<file path="src/rtl/modrm_fetch.sv">
// -----------------------------------------------------------------------------
// modrm_fetch
//
// Instruction front-end stage. Pulls bytes from the prefetch queue one at a
// time and assembles segment / REP / LOCK prefixes, the opcode, the ModR/M
// byte and an optional 8- or 16-bit displacement into one registered decode
// record. The record feeds the physical address calculator (mod, rm,
// displacement, segment_override) and the execution unit (opcode, reg_field,
// length).
//
// Ports
//   clk               single clock, all state changes on its rising edge
//   reset             synchronous, active-high
//   flush             drops any partial or held record
//   in_valid/in_data  prefetch byte stream
//   in_ready          byte accepted when in_valid && in_ready
//   out_valid         decode record valid
//   out_ready         record taken when out_valid && out_ready
//   opcode            opcode byte
//   has_modrm         opcode carries a ModR/M byte
//   mod/reg_field/rm  ModR/M fields, 0 when !has_modrm
//   displacement      sign-extended disp8 or raw disp16, otherwise 0
//   segment_override  {present, segment[1:0]} (ES=0, CS=1, SS=2, DS=3)
//   rep               {REP seen, F3 (1) / F2 (0)}
//   lock              F0 prefix seen
//   length            bytes consumed including prefixes, saturates at 15
//
// Build option
//   MODRM_FETCH_REP_LOCK_EN  when defined, F0/F2/F3 are consumed as LOCK/REP
//                            prefixes; when undefined they decode as plain
//                            opcodes and rep/lock are tied to 0.
// -----------------------------------------------------------------------------
module modrm_fetch (
    input  logic        clk,
    input  logic        reset,
    input  logic        flush,
    input  logic        in_valid,
    input  logic [7:0]  in_data,
    output logic        in_ready,
    output logic        out_valid,
    input  logic        out_ready,
    output logic [7:0]  opcode,
    output logic        has_modrm,
    output logic [1:0]  mod,
    output logic [2:0]  reg_field,
    output logic [2:0]  rm,
    output logic [15:0] displacement,
    output logic [2:0]  segment_override,
    output logic [1:0]  rep,
    output logic        lock,
    output logic [3:0]  length
);

    typedef enum logic [2:0] {
        OPC     = 3'd0,
        MODRM   = 3'd1,
        DISP_LO = 3'd2,
        DISP_HI = 3'd3,
        HOLD    = 3'd4
    } state_t;

    state_t state;

    // Remembers, between MODRM and DISP_LO, whether two displacement bytes
    // follow (1) or only one (0).
    logic disp_two;

    logic       byte_take;
    logic [3:0] length_next;
    logic       is_seg_prefix;
    logic       table_hit;

    // Handshake strobes are pure state decodes; everything else is a register.
    assign in_ready  = (state != HOLD);
    assign out_valid = (state == HOLD);

    assign byte_take = in_valid && in_ready;

    // Length counts every consumed byte but never wraps past 15, so a long
    // run of redundant prefixes still reports the architectural maximum.
    assign length_next = (length == 4'd15) ? 4'd15 : (length + 4'd1);

    // 26/2E/36/3E all have the form 001s_s110; bits [4:3] select the segment.
    assign is_seg_prefix = (in_data[7:5] == 3'b001) && (in_data[2:0] == 3'b110);

    // Opcodes that are followed by a ModR/M byte. The ALU block 00-3F uses the
    // low three bits 0-3 for its ModR/M forms in every row.
    function automatic logic modrm_table_hit(input logic [7:0] op);
        logic hit;
        hit = 1'b0;
        if (op[7:6] == 2'b00 && op[2] == 1'b0) begin
            hit = 1'b1;
        end else if (op[7:4] == 4'h8) begin
            hit = 1'b1;
        end else if (op[7:2] == 6'b1100_01) begin
            hit = 1'b1;
        end else if (op[7:2] == 6'b1101_00) begin
            hit = 1'b1;
        end else if (op[7:3] == 5'b1101_1) begin
            hit = 1'b1;
        end else if (op[7:4] == 4'hF && op[2:1] == 2'b11) begin
            hit = 1'b1;
        end
        return hit;
    endfunction

    assign table_hit = modrm_table_hit(in_data);

`ifdef MODRM_FETCH_REP_LOCK_EN
    logic is_rep_lock_prefix;
    assign is_rep_lock_prefix = (in_data == 8'hF0) || (in_data == 8'hF2) ||
                                (in_data == 8'hF3);
`else
    assign rep  = 2'b00;
    assign lock = 1'b0;
`endif

    // Single sequential block for the whole stage. Reset, flush and a taken
    // record all return to OPC with a zeroed record; flush is checked before
    // the handshakes so neither a byte nor the record transfers that cycle.
    always_ff @(posedge clk) begin
        if (reset || flush || (state == HOLD && out_ready)) begin
            state            <= OPC;
            disp_two         <= 1'b0;
            opcode           <= 8'h00;
            has_modrm        <= 1'b0;
            mod              <= 2'b00;
            reg_field        <= 3'b000;
            rm               <= 3'b000;
            displacement     <= 16'h0000;
            segment_override <= 3'b000;
            length           <= 4'd0;
`ifdef MODRM_FETCH_REP_LOCK_EN
            rep              <= 2'b00;
            lock             <= 1'b0;
`endif
        end else if (byte_take) begin
            length <= length_next;
            case (state)
                OPC: begin
                    if (is_seg_prefix) begin
                        segment_override <= {1'b1, in_data[4:3]};
`ifdef MODRM_FETCH_REP_LOCK_EN
                    end else if (is_rep_lock_prefix) begin
                        if (in_data == 8'hF0) begin
                            lock <= 1'b1;
                        end else begin
                            rep <= {1'b1, in_data[0]};
                        end
`endif
                    end else begin
                        opcode <= in_data;
                        if (table_hit) begin
                            has_modrm <= 1'b1;
                            state     <= MODRM;
                        end else begin
                            state     <= HOLD;
                        end
                    end
                end

                // mod=01 -> disp8; mod=10 or direct address (mod=00,rm=110)
                // -> disp16; register form and other mod=00 have none.
                MODRM: begin
                    mod       <= in_data[7:6];
                    reg_field <= in_data[5:3];
                    rm        <= in_data[2:0];
                    if (in_data[7:6] == 2'b11) begin
                        state <= HOLD;
                    end else if (in_data[7:6] == 2'b01) begin
                        disp_two <= 1'b0;
                        state    <= DISP_LO;
                    end else if (in_data[7:6] == 2'b10 || in_data[2:0] == 3'b110) begin
                        disp_two <= 1'b1;
                        state    <= DISP_LO;
                    end else begin
                        state <= HOLD;
                    end
                end

                DISP_LO: begin
                    if (disp_two) begin
                        displacement[7:0] <= in_data;
                        state             <= DISP_HI;
                    end else begin
                        displacement <= {{8{in_data[7]}}, in_data};
                        state        <= HOLD;
                    end
                end

                DISP_HI: begin
                    displacement[15:8] <= in_data;
                    state              <= HOLD;
                end

                default: begin
                    state <= OPC;
                end
            endcase
        end
    end

endmodule

</file>
<file path="config.mk">
export PLATFORM = sky130hd
export DESIGN_NAME = modrm_fetch
export DESIGN_NICKNAME = d
export VERILOG_FILES = /design/src/rtl/modrm_fetch.sv
export SDC_FILE = /design/constraint.sdc
export NUM_CORES = 1
export LEC_CHECK = 0
export ABC_CLOCK_PERIOD_IN_PS = 4500
export CORE_MARGIN = 3
export CORE_UTILIZATION = 65
export DETAILED_ROUTE_END_ITERATION = 10
export DONT_BUFFER_PORTS = 1
export GPL_ROUTABILITY_DRIVEN = 0
export MAX_ROUTING_LAYER = met4
export PLACE_DENSITY = 0.81
export SLEW_MARGIN = 30
export SYNTH_ARGS = -nofsm -noshare
export SYNTH_HDL_FRONTEND = slang
export SYNTH_SLANG_ARGS = --single-unit
</file>
<file path="constraint.sdc">
create_clock -name clk -period 4.5 [get_ports clk]
set_input_delay 0.9 -clock clk [delete_from_list [all_inputs] [get_ports clk]]
set_output_delay 0.9 -clock clk [all_outputs]
set_load 0.005 [all_outputs]
</file>
# [Yosys cells after proc, flatten, opt, wreduce, memory -nomap -nowiden]
# Index checks and enable logic that the tools add are counted.
[totals] output_inout_bits=45 latch_bits=0 mem_count=0 mem_bits_ro=0 ram_bits=0 in_bits=13 regBits=44
[op_classes] n_div=0 order_cmp=0 n_bitwise=3 addsub=1 eq_ne=19 reduce_logical=20 multipliers=0 muxes=18 shift=0
[ops] operator="$mux 3" n=6
[ops] operator="$pmux 8 s2" n=1
[ops] operator="$eq 4x4->1 const B" n=3
[ops] operator="$eq 6x6->1 const B" n=2
[ops] operator="$pmux 3 s4" n=1
[ops] operator="$reduce_and 3->1" n=3
[ops] operator="$mux 1" n=8
[ops] operator="$mux 8" n=1
[ops] operator="$reduce_and 4->1" n=2
[ops] operator="$eq 2x2->1 const B" n=3
[ops] operator="$eq 3x1->1 const B" n=2
[ops] operator="$eq 3x2->1 const B" n=2
[ops] operator="$eq 3x3->1 const B" n=2
[ops] operator="$reduce_and 2->1" n=3
[ops] operator="$eq 5x5->1 const B" n=1
[ops] operator="$logic_and 1x1->1" n=5
[ops] operator="$add 4x1->4 const B" n=1
[ops] operator="$mux 4" n=1
[ops] operator="$ne 2x2->1 const B" n=2
[ops] operator="$reduce_bool 2->1" n=2
[ops] operator="$logic_not 3->1" n=1
[ops] operator="$logic_or 1x1->1" n=3
[ops] operator="$ne 3x3->1 const B" n=1
[ops] operator="$not 1->1" n=3
[ops] operator="other kinds (2)" n=2

# [Longest topological paths before layout]
# Gate-level depths: netlist of the first run.
[depth] depth_word=11 ltp_mapped=8 depth_no_buf=6

# [Worst setup path after synthesis of the first run]
# No wires, ideal clock.
[synth_timing] path_type="in2reg" start="input in_valid" end="register opcode[1]" path_stages=5 required_time_ns=4.383 slack_ns=2.266 t_arrival_ns=2.117 path_buffers=1 cell_sequence="buf_2 or4b_4 a31oi_4 mux2i_1 nor2_2"
[synth_via] elab_chain_cells=2
[synth_rtl] element="start: declaration" line="37" text="input logic in_valid,"
[synth_rtl] element="$logic_and 1x1->1" line="77" text="assign byte_take = in_valid && in_ready;"
[synth_rtl] element="$reduce_and 3->1 (no line)"
[synth_rtl] element="end signal: assignment" line="152" text="opcode <= in_data;"
[synth_rtl] element="end: declaration" line="42" text="output logic [7:0] opcode,"
# Every way passes these cells.
# A chain may end at the register's enable or synchronous reset.

# [Worst setup path in the final report of the first run]
[layout_timing] start="register state[0]" end="output out_valid"
[layout_via] elab_chain_cells=1
[layout_rtl] element="start: declaration" line="62" text="state_t state;"
[layout_rtl] element="start signal: assignment" line="123" text="state <= OPC;"
[layout_rtl] element="start signal: assignment" line="155" text="state <= MODRM;"
[layout_rtl] element="start signal: assignment" line="157" text="state <= HOLD;"
[layout_rtl] element="$eq 3x3->1" line="75" text="assign out_valid = (state == HOLD);"
[layout_rtl] element="end: declaration" line="40" text="output logic out_valid,"
# Every way passes these cells.

==> results of run 1 <==
-- flip-flops by register name (all words and copies together) (netlist names) --
name,count
has_modrm,1
reg_field,3
mod,2
length,4
state,3
displacement,16
opcode,8
disp_two,1
rm,3
segment_override,3
-- per-stage QoR --
step / setup slack, ns / cell area, sq um / cells
after floorplan: 2.27 / 1970 / 228
after global placement: 2.13 / 1900 / 238
after detailed placement: 2.04 / 1900 / 238
after CTS: 1.99 / 1950 / 245
after global routing: 2.10 / 1960 / 245
final: 2.16 / 1960 / 245
-- critical path: stages, from the launching register on --
cell and delay [ns]:
dfxtp_1 0.69, nor2_1 0.16, nand2_1 0.16, inv_2 0.08
-- path summary, 6_finish.rpt --
path	to	depth (start not counted)	from
max	out_valid	3	state[0]
min	segment_override[2]	2	segment_override[2]
max reg2reg	state[2]	6	state[0]
min reg2reg	segment_override[2]	2	segment_override[2]
-- logic make-up (layout without fill, tap and decap cells) --
group,after synthesis,after routing,synth area share (%)
buffers and inverters,28,14,7.13
adder cells (fa/ha/maj),1,1,0.636
other,1,3,0.191
flip-flops,44,44,44.8
multiplexers,17,17,8.66
AND/OR/NAND/NOR,87,87,22.2
AO/OA/AOI/OAI,48,48,16.4
-- metal layers --
layer / share of wire [%] / vias to the layer above / track usage (%) / wire length [um]
met5: 0 / - / - / 0
met2: 49 / 70 / 41.5 / 2120
met3: 9.1 / 7 / 9.57 / 394
met1: 40 / 733 / 29.9 / 1740
met4: 1.5 / 0 / 9.91 / 65
li1: - / 752 / - / -
-- report_power, final --
group	switching, mW	leakage [nW]	internal [mW]
logic	0.0285	0.328	0.0189
clock network	0.120	0.0271	0.0570
registers	0.00699	0.355	0.395
-- area by class of cell --
cell class	count	area share [%]
Tap cell	31	1.98
Inverter	6	1.15
Clock inverter	2	0.639
Timing Repair Buffer	1	0.383
Sequential cell	44	45.0
Clock buffer	5	1.92
Multi-Input combinational cell	156	48.9
-- placed cells by master (no fill, tap or decap), drive strengths merged, types with 2 or more instances in the layout --
| cell | netlist | final |
|---|---|---|
| a311oi | 2 | 2 |
| o21ai | 9 | 9 |
| a31oi | 11 | 11 |
| nand2 | 24 | 24 |
| and4b | 2 | 2 |
| conb | 1 | 3 |
| inv | 6 | 6 |
| nand2b | 5 | 5 |
| clkbuf | 5 | 5 |
| and3 | 3 | 3 |
| nand3 | 2 | 2 |
| dfxtp | 44 | 44 |
| a21oi | 13 | 13 |
| nor2b | 5 | 5 |
| nor2 | 33 | 33 |
| mux2i | 17 | 17 |
| o211ai | 2 | 2 |
| nor3 | 4 | 4 |
==> metrics.csv, run 1 <==
metric;value;unit
max_freq;0.427;GHz
cp-start-kind;flip-flop;
power;626;uW
design.die.area;3720;sq um
synth_common_cells;dfxtp_1 (44), nor2_1 (27), nand2_1 (24);
syn_area;1970;sq um
cts_tree;built;
yosysUniqueCellTypes;47;
drc_errors;0;
ios;58;
drv_cap;0;
end_kind;output pin;
layout_min_cycle_time;2.34;ns
tightestPinTransition;0.633;ns
grt_pass1_wl;7.00;mm
cts_max_level;2;
cp_max_fo;17;
critical_path_arrival;1.44;ns
multi_input_area;958;sq um
p_leak;0.711;nW
grt_pass1_vias;1542;
wl_per_cell;17.6;um
via_per_inst;6.38;
post-route-period-util;52.0;%
fin_nets;228;
synth_top_area_cell;dfxtp_1;
layout-drive-gt1-share;10.3;%
tns;0;ns
die_x;61.0;um
setup_viol;0;
relSlewSlack;57.8;%
synth-edff-count;0;
gr-total-overflow;0;
reg2reg_slack;2.36;ns
routed_wl;4.32;mm
status;completed;
whs;0.483;ns
std_cell_rows;19;
yosysWarnings;0;
worst_ep_required_time;3.60;ns
cts.path.max_buffers;2;
ys_seq_area_share;44.8;%
post_cts_buffers;0;
avgSynthCellArea;8.70;sq um
final_antenna_net_count;0;
ir_worst_vdd;0.279;mV
skew;0.00992;ns
die_h;61.0;um
core;2830;sq um
grt.total_usage;26.1;%
vias;1562;
initial_utilization;69.5;%
ys.flop_type;dfxtp_1;
regArea;881;sq um
clock_latency;0.35;ns
synth_top_area_share;44.8;%
drt-initial-drc-count;133;
area_growth;-0.382;%
antenna_found_initial;0;
num-fill-cells;245;
finalMaxSlewViolations;0;
timing.final.hold_violations;0;
diodes;0;
fin_util;69.2;%
cts_resized;0;
power_density;320;nW/um^2
rsz0062_at_grt;false;
io_buffer_count;0;
ys_seq_elements;44;
hold_buffers;0;
critical_path_class;flip-flop to output pin;
synth.area.top_cells;dfxtp_1 (45%), mux2i_1 (8.7%), nor2_1 (5.2%), nand2_1 (4.6%), a21oi_1 (3.3%);
synth_most_common_cell;dfxtp_1;
cts.sinks;44;
firstDrtPassIters;4;
grt_start_max_net_pins;35;
dp_hpwl;3.02;mm
hp-class;flip-flop to flip-flop;
cts_buffers;5;
synthArstFlopShare;0;%
syn_inst;226;
root_buffer;clkbuf_4;
clkSlewWorstSetupHoldPaths;0.12;ns
Note: power is estimated with default switching activity, not from simulation.
==> run 2: changes to the inputs <==
Settings changed: ABC_CLOCK_PERIOD_IN_PS 4500 to 2100, CORE_UTILIZATION 65 to 56, PLACE_DENSITY 0.81 to 0.74.
Clock period 4.5 ns to 2.1 ns, I/O delays scaled along.
==> metrics.csv, run 2 (synthesis results as in run 1) <==
metric;value;unit
post-route-period-util;90.1;%
finalMaxSlewViolations;0;
placed_cell_area;1950;sq um
final_cell_mix;dfxtp_1 (44), nor2_1 (27), nand2_1 (24), mux2i_1 (17), a21oi_1 (13);
fin_area;2010;sq um
switching_share;24.0;%
wl_per_cell;16.1;um
cts_tree;built;
hp-class;input port to flip-flop;
max_freq;0.529;GHz
worst_ep_required_time;2.36;ns
critical_path_class;flip-flop to flip-flop;
die_x;65.2;um
via_per_inst;5.79;
grt_start_max_net_pins;19;
initial_utilization;61.4;%
cp_slowest_stage_delay;0.54;ns
mostFrequentLayoutCell;dfxtp_1;
reg_top3;displacement x16, opcode x8, length x4;
gr-total-overflow;0;
cts_resized;0;
rsz0062_at_grt;false;
path_buf_inv;1;
drv_cap;0;
grt_pass1_vias;1442;
post_cts_buffers;0;
path_cells;buf_4 > or4b_4 > a31oi_4 > mux2i_1 > nor2_2;
relSlewSlack;63.9;%
crit_family;simple AND/OR/NAND/NOR gates;
drt-initial-drc-count;168;
grt.total_usage;21.5;%
dp_hpwl;3.08;mm
cp_max_fo;14;
ios;58;
core;3200;sq um
grt_pass1_wl;6.91;mm
power;1.39;mW
cts_buffers;5;
tightestPinTransition;0.541;ns
p_leak;0.735;nW
clock_latency;0.35;ns
cp_slowest_cell;or4b_4;
intPower;1.05;mW
ir_worst_vdd;0.439;mV
drc_errors;0;
hold_buffers;0;
die_h;65.2;um
ff2ff_path_depth;5;
min_path_cells;1;
layout_min_cycle_time;1.89;ns
path_depth;5;
pwr-share-seq;61.9;%
setup_viol;0;
largest_reg_flops;16;
regMostFlops;displacement;
combPwrFrac;7.8;%
root_buffer;clkbuf_4;
design.die.area;4260;sq um
tns;0;ns
p_clk_share;30.4;%
cp-start-kind;flip-flop;
status;completed;
io_buffer_count;0;
vias;1522;
cts.sinks;44;
timing.final.hold_violations;0;
final_antenna_net_count;0;
diodes;0;
cts.path.max_buffers;2;
std_cell_rows;20;
antenna_found_initial;0;
whs;0.184;ns
end_kind;flip-flop;
clkSlewWorstSetupHoldPaths;0.12;ns
critical_path_arrival;2.15;ns
fin_util;62.8;%
layout-drive-gt1-share;11.0;%
skew;0.0139;ns
cts_max_level;2;
firstDrtPassIters;4;
fin_nets;232;
switching_power;332;uW
area_growth;2.29;%
power_density;689;nW/um^2
routed_wl;4.23;mm
## run 2: changes by cell type in the layout (fill, tap and decap cells not counted)
cell | before | now
clkinv_2 | 1 | 0
a211o_2 | 1 | 0
a211oi_2 | 1 | 0
a211oi_1 | 0 | 1
clkbuf_8 | 0 | 1
a211o_1 | 0 | 1
buf_4 | 1 | 5
clkbuf_1 | 0 | 1
## run 2: metrics by stage
step                      cells  setup WS, ns
after floorplan             228         0.346
after global placement      255         0.254
after detailed placement    255         0.213
after CTS                   263         0.202
after global routing        263        0.0269
final                       263         0.208
## run 2: per-layer routing
| layer | GRT usage (%) | wire [um] |
|---|---|---|
| met3 | 8.89 | 414 |
| met5 | - | 0 |
| met1 | 23.6 | 1690 |
| met4 | 6.22 | 33 |
| met2 | 35.9 | 2090 |
## run 2: final cells by class
class | count | area (sq um)
fill | 292 | 1190
multi-input combinational | 156 | 952
sequential | 44 | 881
clock buffer | 7 | 55.1
tap | 44 | 55.1
timing repair buffer | 5 | 37.5
inverter | 6 | 22.5
clock inverter | 1 | 7.51
## run 2: final timing paths
kind | end | startpoint | slack, ns
worst max-delay path | opcode[3] | state[0] | 0.21
worst min-delay path | state[0] | in_valid | 0.18
worst max register to register | opcode[3] | state[0] | 0.21
worst min register to register | has_modrm | has_modrm | 0.48
## run 2: worst reg2reg max path: stages (launching register included)
cell and delay, ns:
dfxtp_1 0.35, buf_4 0.19, or4b_4 0.55, a31oi_4 0.39
mux2i_1 0.29, nor2_2 0.04
## run 2: power by group through the flow
stage                     Combinational [mW]  Clock [mW]  Sequential [mW]
after floorplan                        0.110           0            0.871
after global placement                 0.103           0            0.876
after detailed placement               0.107           0            0.876
after CTS                              0.107       0.428            0.858
after global routing                   0.118       0.470            0.860
final                                  0.107       0.421            0.857
